**config.mk**
```make
export PLATFORM = sky130hd
export DESIGN_NAME = shoot_sequencer
export DESIGN_NICKNAME = d
export VERILOG_FILES = /design/src/rtl/shoot_sequencer.sv
export SDC_FILE = /design/constraint.sdc
export NUM_CORES = 1
export LEC_CHECK = 0
export ABC_AREA = 1
export BUFFER_PORTS_ARGS = -buffer_cell sky130_fd_sc_hd__buf_4
export CAP_MARGIN = 25
export CORE_UTILIZATION = 56
export CTS_BUF_LIST = sky130_fd_sc_hd__clkbuf_4
export DETAILED_ROUTE_END_ITERATION = 8
export GPL_ROUTABILITY_DRIVEN = 1
export GPL_TIMING_DRIVEN = 0
export PLACE_DENSITY = 0.75
export SYNTH_ARGS = -nofsm -noshare
export SYNTH_HDL_FRONTEND = slang
export SYNTH_SLANG_ARGS = --single-unit
```
**constraint.sdc**
```tcl
create_clock -name clock -period 5.5 [get_ports clock]
set_input_delay 1.1 -clock clock [delete_from_list [all_inputs] [get_ports clock]]
set_output_delay 1.1 -clock clock [all_outputs]
set_load 0.01 [all_outputs]
```
**src/rtl/shoot_sequencer.sv**
```systemverilog
`default_nettype none
// ============================================================================
// Module   : shoot_sequencer
// Purpose  : One-shot launcher trigger servo sequencer: fire frames, dwell,
//            rest frames.
// Revision : 1.0
// ============================================================================
module shoot_sequencer #(
    parameter int PERIOD_CYC   = 1000000,
    parameter int FIRE_WIDTH   = 90000,
    parameter int REST_WIDTH   = 50000,
    parameter int FIRE_FRAMES  = 100,
    parameter int REST_FRAMES  = 100,
    parameter int HOLD_CYC     = 100000000,
    parameter int DEBOUNCE_CYC = 1000000
) (
    input  logic       clock,
    input  logic       resetn,
    input  logic       button,
    input  logic       abort,
    output logic       servo_pwm,
    output logic       busy,
    output logic       done,
    output logic [1:0] state_o
);

    localparam int PW   = (PERIOD_CYC > 1) ? $clog2(PERIOD_CYC) : 1;
    localparam int MAXF = (FIRE_FRAMES > REST_FRAMES) ? FIRE_FRAMES : REST_FRAMES;
    localparam int FW   = (MAXF > 1) ? $clog2(MAXF) : 1;
    localparam int HW   = (HOLD_CYC > 1) ? $clog2(HOLD_CYC) : 1;
    localparam int DW   = (DEBOUNCE_CYC > 1) ? $clog2(DEBOUNCE_CYC) : 1;

    localparam logic [PW-1:0] PCNT_LAST  = PW'(PERIOD_CYC - 1);
    localparam logic [PW-1:0] FIRE_W     = PW'(FIRE_WIDTH);
    localparam logic [PW-1:0] REST_W     = PW'(REST_WIDTH);
    localparam logic [FW-1:0] FIRE_LAST  = FW'(FIRE_FRAMES - 1);
    localparam logic [FW-1:0] REST_LAST  = FW'(REST_FRAMES - 1);
    localparam logic [HW-1:0] HOLD_LAST  = HW'(HOLD_CYC - 1);
    localparam logic [DW-1:0] DCNT_LAST  = DW'(DEBOUNCE_CYC - 1);

    typedef enum logic [1:0] {
        S_IDLE   = 2'd0,
        S_FIRE   = 2'd1,
        S_HOLD   = 2'd2,
        S_RETURN = 2'd3
    } state_t;

    state_t        state_q;
    logic [PW-1:0] pcnt_q;
    logic [FW-1:0] fcnt_q;
    logic [HW-1:0] hcnt_q;
    logic          pwm_q;
    logic          done_q;

    logic          sync1_q;
    logic          sync2_q;
    logic [DW-1:0] dcnt_q;
    logic [DW-1:0] dcnt_d;
    logic          armed_q;
    logic          armed_d;
    logic          press_evt;

    // Counter saturates at the threshold; armed guarantees one event per press.
    always_comb begin
        dcnt_d    = dcnt_q;
        armed_d   = armed_q;
        press_evt = 1'b0;
        if (sync2_q) begin
            dcnt_d  = '0;
            armed_d = 1'b1;
        end else if (dcnt_q == DCNT_LAST) begin
            press_evt = armed_q;
            armed_d   = 1'b0;
        end else begin
            dcnt_d = dcnt_q + DW'(1);
        end
    end

    always_ff @(posedge clock) begin
        if (!resetn) begin
            sync1_q <= 1'b1;
            sync2_q <= 1'b1;
            dcnt_q  <= '0;
            armed_q <= 1'b0;
        end else begin
            sync1_q <= button;
            sync2_q <= sync1_q;
            dcnt_q  <= dcnt_d;
            armed_q <= armed_d;
        end
    end

    always_ff @(posedge clock) begin
        if (!resetn) begin
            state_q <= S_IDLE;
            pcnt_q  <= '0;
            fcnt_q  <= '0;
            hcnt_q  <= '0;
            pwm_q   <= 1'b0;
            done_q  <= 1'b0;
        end else begin
            done_q <= 1'b0;
            pwm_q  <= ((state_q == S_FIRE)   && (pcnt_q < FIRE_W)) ||
                      ((state_q == S_RETURN) && (pcnt_q < REST_W));
            case (state_q)
                S_IDLE: begin
                    if (press_evt) begin
                        state_q <= S_FIRE;
                        pcnt_q  <= '0;
                        fcnt_q  <= '0;
                    end
                end
                S_FIRE: begin
                    if (abort) begin
                        // Cut any fire pulse short so it never merges into the rest pulse.
                        state_q <= S_RETURN;
                        pcnt_q  <= '0;
                        fcnt_q  <= '0;
                        pwm_q   <= 1'b0;
                    end else if (pcnt_q == PCNT_LAST) begin
                        pcnt_q <= '0;
                        fcnt_q <= fcnt_q + FW'(1);
                        if (fcnt_q == FIRE_LAST) begin
                            state_q <= S_HOLD;
                            hcnt_q  <= '0;
                        end
                    end else begin
                        pcnt_q <= pcnt_q + PW'(1);
                    end
                end
                S_HOLD: begin
                    if (abort || (hcnt_q == HOLD_LAST)) begin
                        state_q <= S_RETURN;
                        pcnt_q  <= '0;
                        fcnt_q  <= '0;
                    end else begin
                        hcnt_q <= hcnt_q + HW'(1);
                    end
                end
                S_RETURN: begin
                    if (pcnt_q == PCNT_LAST) begin
                        pcnt_q <= '0;
                        fcnt_q <= fcnt_q + FW'(1);
                        if (fcnt_q == REST_LAST) begin
                            state_q <= S_IDLE;
                            done_q  <= 1'b1;
                        end
                    end else begin
                        pcnt_q <= pcnt_q + PW'(1);
                    end
                end
                default: state_q <= S_IDLE;
            endcase
        end
    end

    assign servo_pwm = pwm_q;
    assign done      = done_q;
    assign busy      = (state_q != S_IDLE);
    assign state_o   = state_q;

endmodule
`default_nettype wire

```
==> results of run 1 <==
[cell families (layout without fill, tap and decap cells)]
group	Yosys count	count (layout)	synth area share, %
XOR/XNOR	17	17	2.80
AND/OR/NAND/NOR	535	535	44.5
AO/OA/AOI/OAI	97	97	10.7
adder cells (fa/ha/maj)	8	8	1.88
buffers and inverters	118	142	9.63
flip-flops	81	81	30.4
[layer usage]
metal | global-route usage (%) | routed length [um] | share of wire (%) | vias up
met4 | 10.6 | 284 | 2.1 | 0
met3 | 3.09 | 734 | 5.5 | 24
met1 | 39.2 | 6340 | 48 | 2442
met2 | 44.9 | 5870 | 44 | 168
li1 | - | - | - | 2780
met5 | 0 | 0 | 0 | -
[where the power goes]
group          internal [uW]  switching (uW)
clock network           96.7             243
logic                   80.3             170
registers                602            17.2
total                    779             430
[Yosys cell counts, types with 2 or more instances]
cell	instances
o21ai_2	3
nor3b_1	3
nor2_2	5
clkbuf_1	10
dfxtp_1	81
a31oi_1	4
nand2_2	12
ha_1	8
nand2_4	2
nor3_2	2
o21ai_0	23
nand3_2	2
nand4_1	22
a21oi_2	10
or2_2	4
xnor2_1	6
nor2_4	5
nand2_1	229
buf_6	7
xor2_1	11
nor4_1	3
inv_1	87
nor2_1	145
inv_2	7
nand3_1	67
o21ai_1	2
buf_2	4
buf_4	2
a21oi_1	48
nor3_1	29
[state kept, by name, indices dropped and copies added, names as in the netlist]
name / flops
servo_pwm: 1
sync1_q: 1
state_o: 2
armed_q: 1
pcnt_q: 20
fcnt_q: 7
done: 1
dcnt_q: 20
hcnt_q: 27
sync2_q: 1
[final cells by class]
cell class                 count  area, um^2
buffer                        23         151
clock buffer                   9        67.6
clock inverter                 7        53.8
fill                         879        3570
inverter                      95         362
multi-input combinational    657        3190
sequential                    81        1620
tap                          129         161
timing repair buffer           8        60.1
[stage by stage]
stage | area [um^2] | util, %
6_report | 5670 | 61.4
5_1_grt | 5670 | 61.4
4_1_cts | 5670 | 61.4
3_5_place_dp | 5550 | 60.0
3_3_place_gp | 5550 | 60.0
2_1_floorplan | 5330 | -
[critical path, cell delays in order, from the launching register on]
cell and delay [ps]:
dfxtp_1 440, inv_1 130, ha_1 270, inv_1 70, buf_4 110
[cells in the final DEF (no fill, tap or decap), types with 3 or more instances in the layout]
cell type	count
nor2_1	145
inv_2	7
dfxtp_1	81
clkinvlp_4	3
nand2_1	229
nor2_2	5
or2_2	4
nand3_1	67
ha_1	8
a21oi_2	10
clkbuf_4	9
o21ai_2	3
nand2_2	12
nor3_1	29
inv_6	3
buf_4	10
buf_2	4
nor4_1	3
xnor2_1	6
xor2_1	11
nor3b_1	3
inv_1	87
a21oi_1	48
nor2_4	5
o21ai_0	23
nand4_1	22
clkbuf_1	10
buf_6	7
a31oi_1	4
[how the worst min path moves through the flow]
stage          slack [ps]    start      end  cells past startpoint
6_report              430  sync1_q  sync2_q                      1
5_1_grt               450  sync1_q  sync2_q                      1
4_1_cts               440  sync1_q  sync2_q                      1
2_1_floorplan         390  sync1_q  sync2_q                      1
3_3_place_gp          400  sync1_q  sync2_q                      1
3_5_place_dp          410  sync1_q  sync2_q                      1
==> summary.txt, run 1 <==
net count of the finished layout = 887
outcome = finished clean
Synth Register Bits = 81
Design Power = 1210 uW
Synth Instances = 856
RSZ-0062 raised after global routing = false
Layout Skew = 17.4 ps
Slew headroom = 55.7%
worst skew pair latency = 450 ps
Critical Path Start = state_o[0]
r2r worst-path depth = 10
count of different cell masters after synthesis = 43
Power Dens Cells = 213 nW/um^2
Min-Delay Path Class = flip-flop to flip-flop
Main synth FF type = dfxtp_1
share of cells above drive strength 1 = 10.7%
postcts setup bufs = 0
H-tree levels = 3
Placeable Area = 9240 um^2
CTS Root Cell = clkbuf_4
WHS = 435 ps
R2R Setup Slk = 3260 ps
WL final = 13200 um
largest net degree at the start of global routing = 16
final-report max-slew violation count = 0
CTS tree = yes
Post-synth EDFFs = 0
DRT iter0 DRCs = 357
critical path class = flip-flop to output pin
Max Clk Rate = 390 MHz
initial core utilization = 57.6%
final hold vios = 0
asr flop ratio synth = 0%
gr ovfl total = 0
Final Wtd Congestion = 0.932
std cell rows = 35
worst slew pin tran = 665 ps
critical path arrival = 1460 ps
worst vdd ir = 0.147 mV
launch point of the worst reg-to-reg path = state_o[1]
post-detailed-route count of antenna-violating nets = 0
clk sink count = 81
Mapped Avg Cell Area = 6.22 um^2
Residual DRC = 0
WP data required = 4400 ps
first-pass GRT wire length = 22500 um
dpl ws = 3040 ps
DP Wirelength = 10100 um
vias in the first global route = 4874
Vias/cell = 5.37
YS warnings = 0
Max Cap Viol = 0
Die ar. = 9910 um^2
Crit. End Element = output pin
worst setup margin = 2940 ps
DR vias = 5414
GRT Resource Usage Total = 28.2%
total CTS buffers = 9
PortBufs = 8
Final setup viols = 0
I/O pin count = 9
DR WL/cell = 13.1 um
PostCTS Resize Cnt = 0
Area growth, synth to finish = 6.44%
post-synth net total = 868
critical path endpoint = busy
CTS clk-pin slew, worst paths = 140 ps
sequential share of the synthesized area = 30.4%
post-synth top area share = 30.4%
ant diodes = 0
maximum fanout along the worst path = 5
Yosys top cell by area = dfxtp_1
Worst R2R End = hcnt_q[12]
Area contributors post-synth = dfxtp_1 30%, nand2_1 16%, nor2_1 10%, nand3_1 6.3%, inv_1 6.1%
Setup Total Neg Slack = 0 ps
P_leak = 0.00193 uW
Post-CTS Hold Buffers = 0
Detailed Routing Iterations Pass 1 = 6
Startpoint Class = flip-flop
Final min period = 2560 ps
initial antenna violation count = 0
final non-filler cell total = 1009
period utilization = 46.6%
synthesized cell area = 5330 um^2
clk buf depth = 2
Die W = 99.5 um
Chip Height = 99.5 um
Cells after DPL = 993
No activity file was read; power rests on OpenSTA's default activity.
==> inputs of run 2 (changes only) <==
--- a/config.mk
+++ b/config.mk
@@ -13,7 +13,7 @@
 export DETAILED_ROUTE_END_ITERATION = 8
 export GPL_ROUTABILITY_DRIVEN = 1
 export GPL_TIMING_DRIVEN = 0
-export PLACE_DENSITY = 0.75
+export PLACE_DENSITY = 0.78
 export SYNTH_ARGS = -nofsm -noshare
 export SYNTH_HDL_FRONTEND = slang
 export SYNTH_SLANG_ARGS = --single-unit
==> constraint.sdc (replaced) <==
create_clock -name clock -period 2.2 [get_ports clock]
set_input_delay 0.44 -clock clock [delete_from_list [all_inputs] [get_ports clock]]
set_output_delay 0.44 -clock clock [all_outputs]
set_load 0.01 [all_outputs]
==> summary.txt, run 2 (same netlist as run 1, synthesis figures left out) <==
Min-Delay Path Class = input port to flip-flop (was flip-flop to flip-flop)
initial core utilization = 57.6% (unchanged)
max FFs per register = 27 (unchanged)
Net Sw Frac = 32.4% (was 35.5%)
vias in the first global route = 5084 (was 4874)
Placeable Area = 9240 um^2 (unchanged)
gr ovfl total = 0 (unchanged)
WL final = 13500 um (was 13200 um)
Post-CTS Hold Buffers = 0 (unchanged)
DRT iter0 DRCs = 413 (was 357)
first-pass GRT wire length = 22800 um (was 22500 um)
Worst R2R End = hcnt_q[23] (was hcnt_q[12])
Reg power frac = 46.9% (was 51.2%)
total CTS buffers = 9 (unchanged)
WP data required = 2570 ps (was 4400 ps)
Startpoint Class = flip-flop (unchanged)
clk sink count = 81 (unchanged)
H-tree levels = 3 (unchanged)
Vias/cell = 5.50 (was 5.37)
PortBufs = 8 (unchanged)
Design Area, Final = 5800 um^2 (was 5670 um^2)
critical path class = flip-flop to flip-flop (was flip-flop to output pin)
critical path arrival = 2450 ps (was 1460 ps)
maximum fanout along the worst path = 10 (was 5)
DP Wirelength = 10200 um (was 10100 um)
CTS clk-pin slew, worst paths = 140 ps (about the same)
GRT Resource Usage Total = 28.5% (was 28.2%)
R2R Setup Slk = 110 ps (was 3260 ps)
Biggest register = hcnt_q (unchanged)
period utilization = 94.8%
most frequent cells in the layout = 229 x nand2_1, 144 x nor2_1, 87 x inv_1, 79 x dfxtp_1, 66 x nand3_1 (was 229 x nand2_1, 145 x nor2_1, 87 x inv_1, 81 x dfxtp_1, 67 x nand3_1)
post-detailed-route count of antenna-violating nets = 0 (unchanged)
WP buf/inv = 4 (was 3)
std cell rows = 35 (unchanged)
Design Power = 3300 uW (was 1210 uW)
Layout Skew = 21.2 ps (was 17.4 ps)
Final setup viols = 0 (unchanged)
Area growth, synth to finish = 8.93% (was 6.44%)
largest net degree at the start of global routing = 16 (unchanged)
final-report max-slew violation count = 0 (unchanged)
CP delay by family, top = buffers and inverters (was flip-flops)
hold path depth = 2 (was 1)
P_sw = 1070 uW (was 430 uW)
worst skew pair latency = 440 ps (was 450 ps)
launch point of the worst hold path = button (was sync1_q)
DR WL/cell = 13.3 um (was 13.1 um)
CTS tree = yes (unchanged)
CTS Root Cell = clkbuf_4 (unchanged)
worst vdd ir = 0.333 mV (was 0.147 mV)
r2r worst-path depth = 10 (unchanged)
clk buf depth = 2 (unchanged)
commonest non-fill, non-tap cell in the layout = nand2_1 (unchanged)
Die ar. = 9910 um^2 (unchanged)
launch point of the worst reg-to-reg path = state_o[1] (unchanged)
Final min period = 2090 ps
Residual DRC = 0 (unchanged)
DR vias = 5576 (was 5414)
worst slew pin tran = 696 ps (was 665 ps)
Die W = 99.5 um (unchanged)
Slew headroom = 53.6% (was 55.7%)
ant diodes = 0 (unchanged)
Power Dens Cells = 569 nW/um^2 (was 213 nW/um^2)
initial antenna violation count = 0 (unchanged)
leading registers by flop count = hcnt_q (27), dcnt_q (20), pcnt_q (20) (unchanged)
Crit. End Element = flip-flop (was output pin)
clock share of power = 31.8% (was 28.1%)
final hold vios = 0 (unchanged)
Detailed Routing Iterations Pass 1 = 5 (was 6)
Placed Area = 5550 um^2 (unchanged)
slowest cell on the critical path = dfxtp_1 (unchanged)
Final Wtd Congestion = 0.908 (was 0.932)
WHS Endpoint = sync1_q (was sync2_q)
Int Power = 2230 uW (was 779 uW)
net count of the finished layout = 892 (was 887)
delay of the slowest cell on the worst path = 390 ps (was 440 ps)
CP cell instances = inv_1 > ha_1 > buf_2 > inv_1 > a21oi_4 > nand2_1 > a21oi_4 > buf_6 > nand2_1 > a21oi_1 (was inv_1 > ha_1 > inv_1 > buf_4)
share of cells above drive strength 1 = 11.9% (was 10.7%)
P_leak = 0.00199 uW (was 0.00193 uW)
Max Cap Viol = 0 (unchanged)
Chip Height = 99.5 um (unchanged)
I/O pin count = 9 (unchanged)
filler cell count in the final layout = 927 (was 879)
outcome = finished clean (unchanged)
Max Clk Rate = 479 MHz
combinational share of power = 21.3% (was 20.7%)
run 2: changes by cell type in the layout (fill, tap and decap cells not counted), sizes merged:
| cell | previous run | this run |
|---|---|---|
| buf | 21 | 26 |
| clkinvlp | 3 | 0 |
| clkinv | 2 | 3 |
| bufinv | 0 | 2 |
run 2: worst max path at each step:
stage               start         end  slack (ps)  cells after the start
6_report       state_o[1]  hcnt_q[23]         110                     10
5_1_grt         dcnt_q[1]  pcnt_q[19]         -20                     13
4_1_cts         dcnt_q[0]  pcnt_q[19]          20                     13
3_5_place_dp    dcnt_q[0]  pcnt_q[19]          60                     13
3_3_place_gp    dcnt_q[0]  pcnt_q[19]         110                     13
2_1_floorplan  state_o[0]  hcnt_q[12]         400                      9
run 2: routing by layer:
metal	vias to the layer above	GRT usage (%)	wire (um)
met4	0	10.3	197
met2	150	46.0	6200
met3	18	3.94	673
li1	2800	-	-
met1	2608	38.8	6430
met5	-	0	0
run 2: cell type report:
type / instances / area (um^2) / area share, %
Inverter: 95 / 362 / 6.23
Buffer: 23 / 151 / 2.61
Multi-Input combinational cell: 657 / 3230 / 55.6
Sequential cell: 81 / 1620 / 28.0
Tap cell: 129 / 161 / 2.78
Timing Repair Buffer: 13 / 110 / 1.90
Clock inverter: 7 / 100 / 1.73
Clock buffer: 9 / 67.6 / 1.16
run 2: power by group through the flow:
stage / logic, uW / registers [uW] / clock network (uW)
finish: 704 / 1550 / 1050
global route: 759 / 1550 / 1130
CTS: 622 / 1550 / 1070
detailed placement: 620 / 1580 / 0
global placement: 599 / 1580 / 0
floorplan: 440 / 1570 / 0
run 2: through the flow:
stage / hold WS [ps] / setup TNS, ps / std cells / worst slack (ps) / util (%)
2_1_floorplan: 393 / 0 / 856 / 398 / -
3_3_place_gp: 396 / 0 / 993 / 107 / 60.0
3_5_place_dp: 402 / 0 / 993 / 55.4 / 60.0
4_1_cts: 182 / 0 / 1009 / 24.1 / 61.9
5_1_grt: 174 / -31.5 / 1014 / -17.7 / 62.8
6_report: 201 / 0 / 1014 / 114 / 62.8
run 2: worst reg2reg max path: stages, from the launching register on:
cell	delay, ps
dfxtp_1	390
inv_1	100
ha_1	130
buf_2	220
inv_1	170
a21oi_4	210
nand2_1	120
a21oi_4	300
buf_6	200
nand2_1	70
a21oi_1	130
run 2: what timing repair did:
item,CTS,global route
buffers inserted,0,5
setup endpoints to repair,0,53
gates resized for setup,0,9
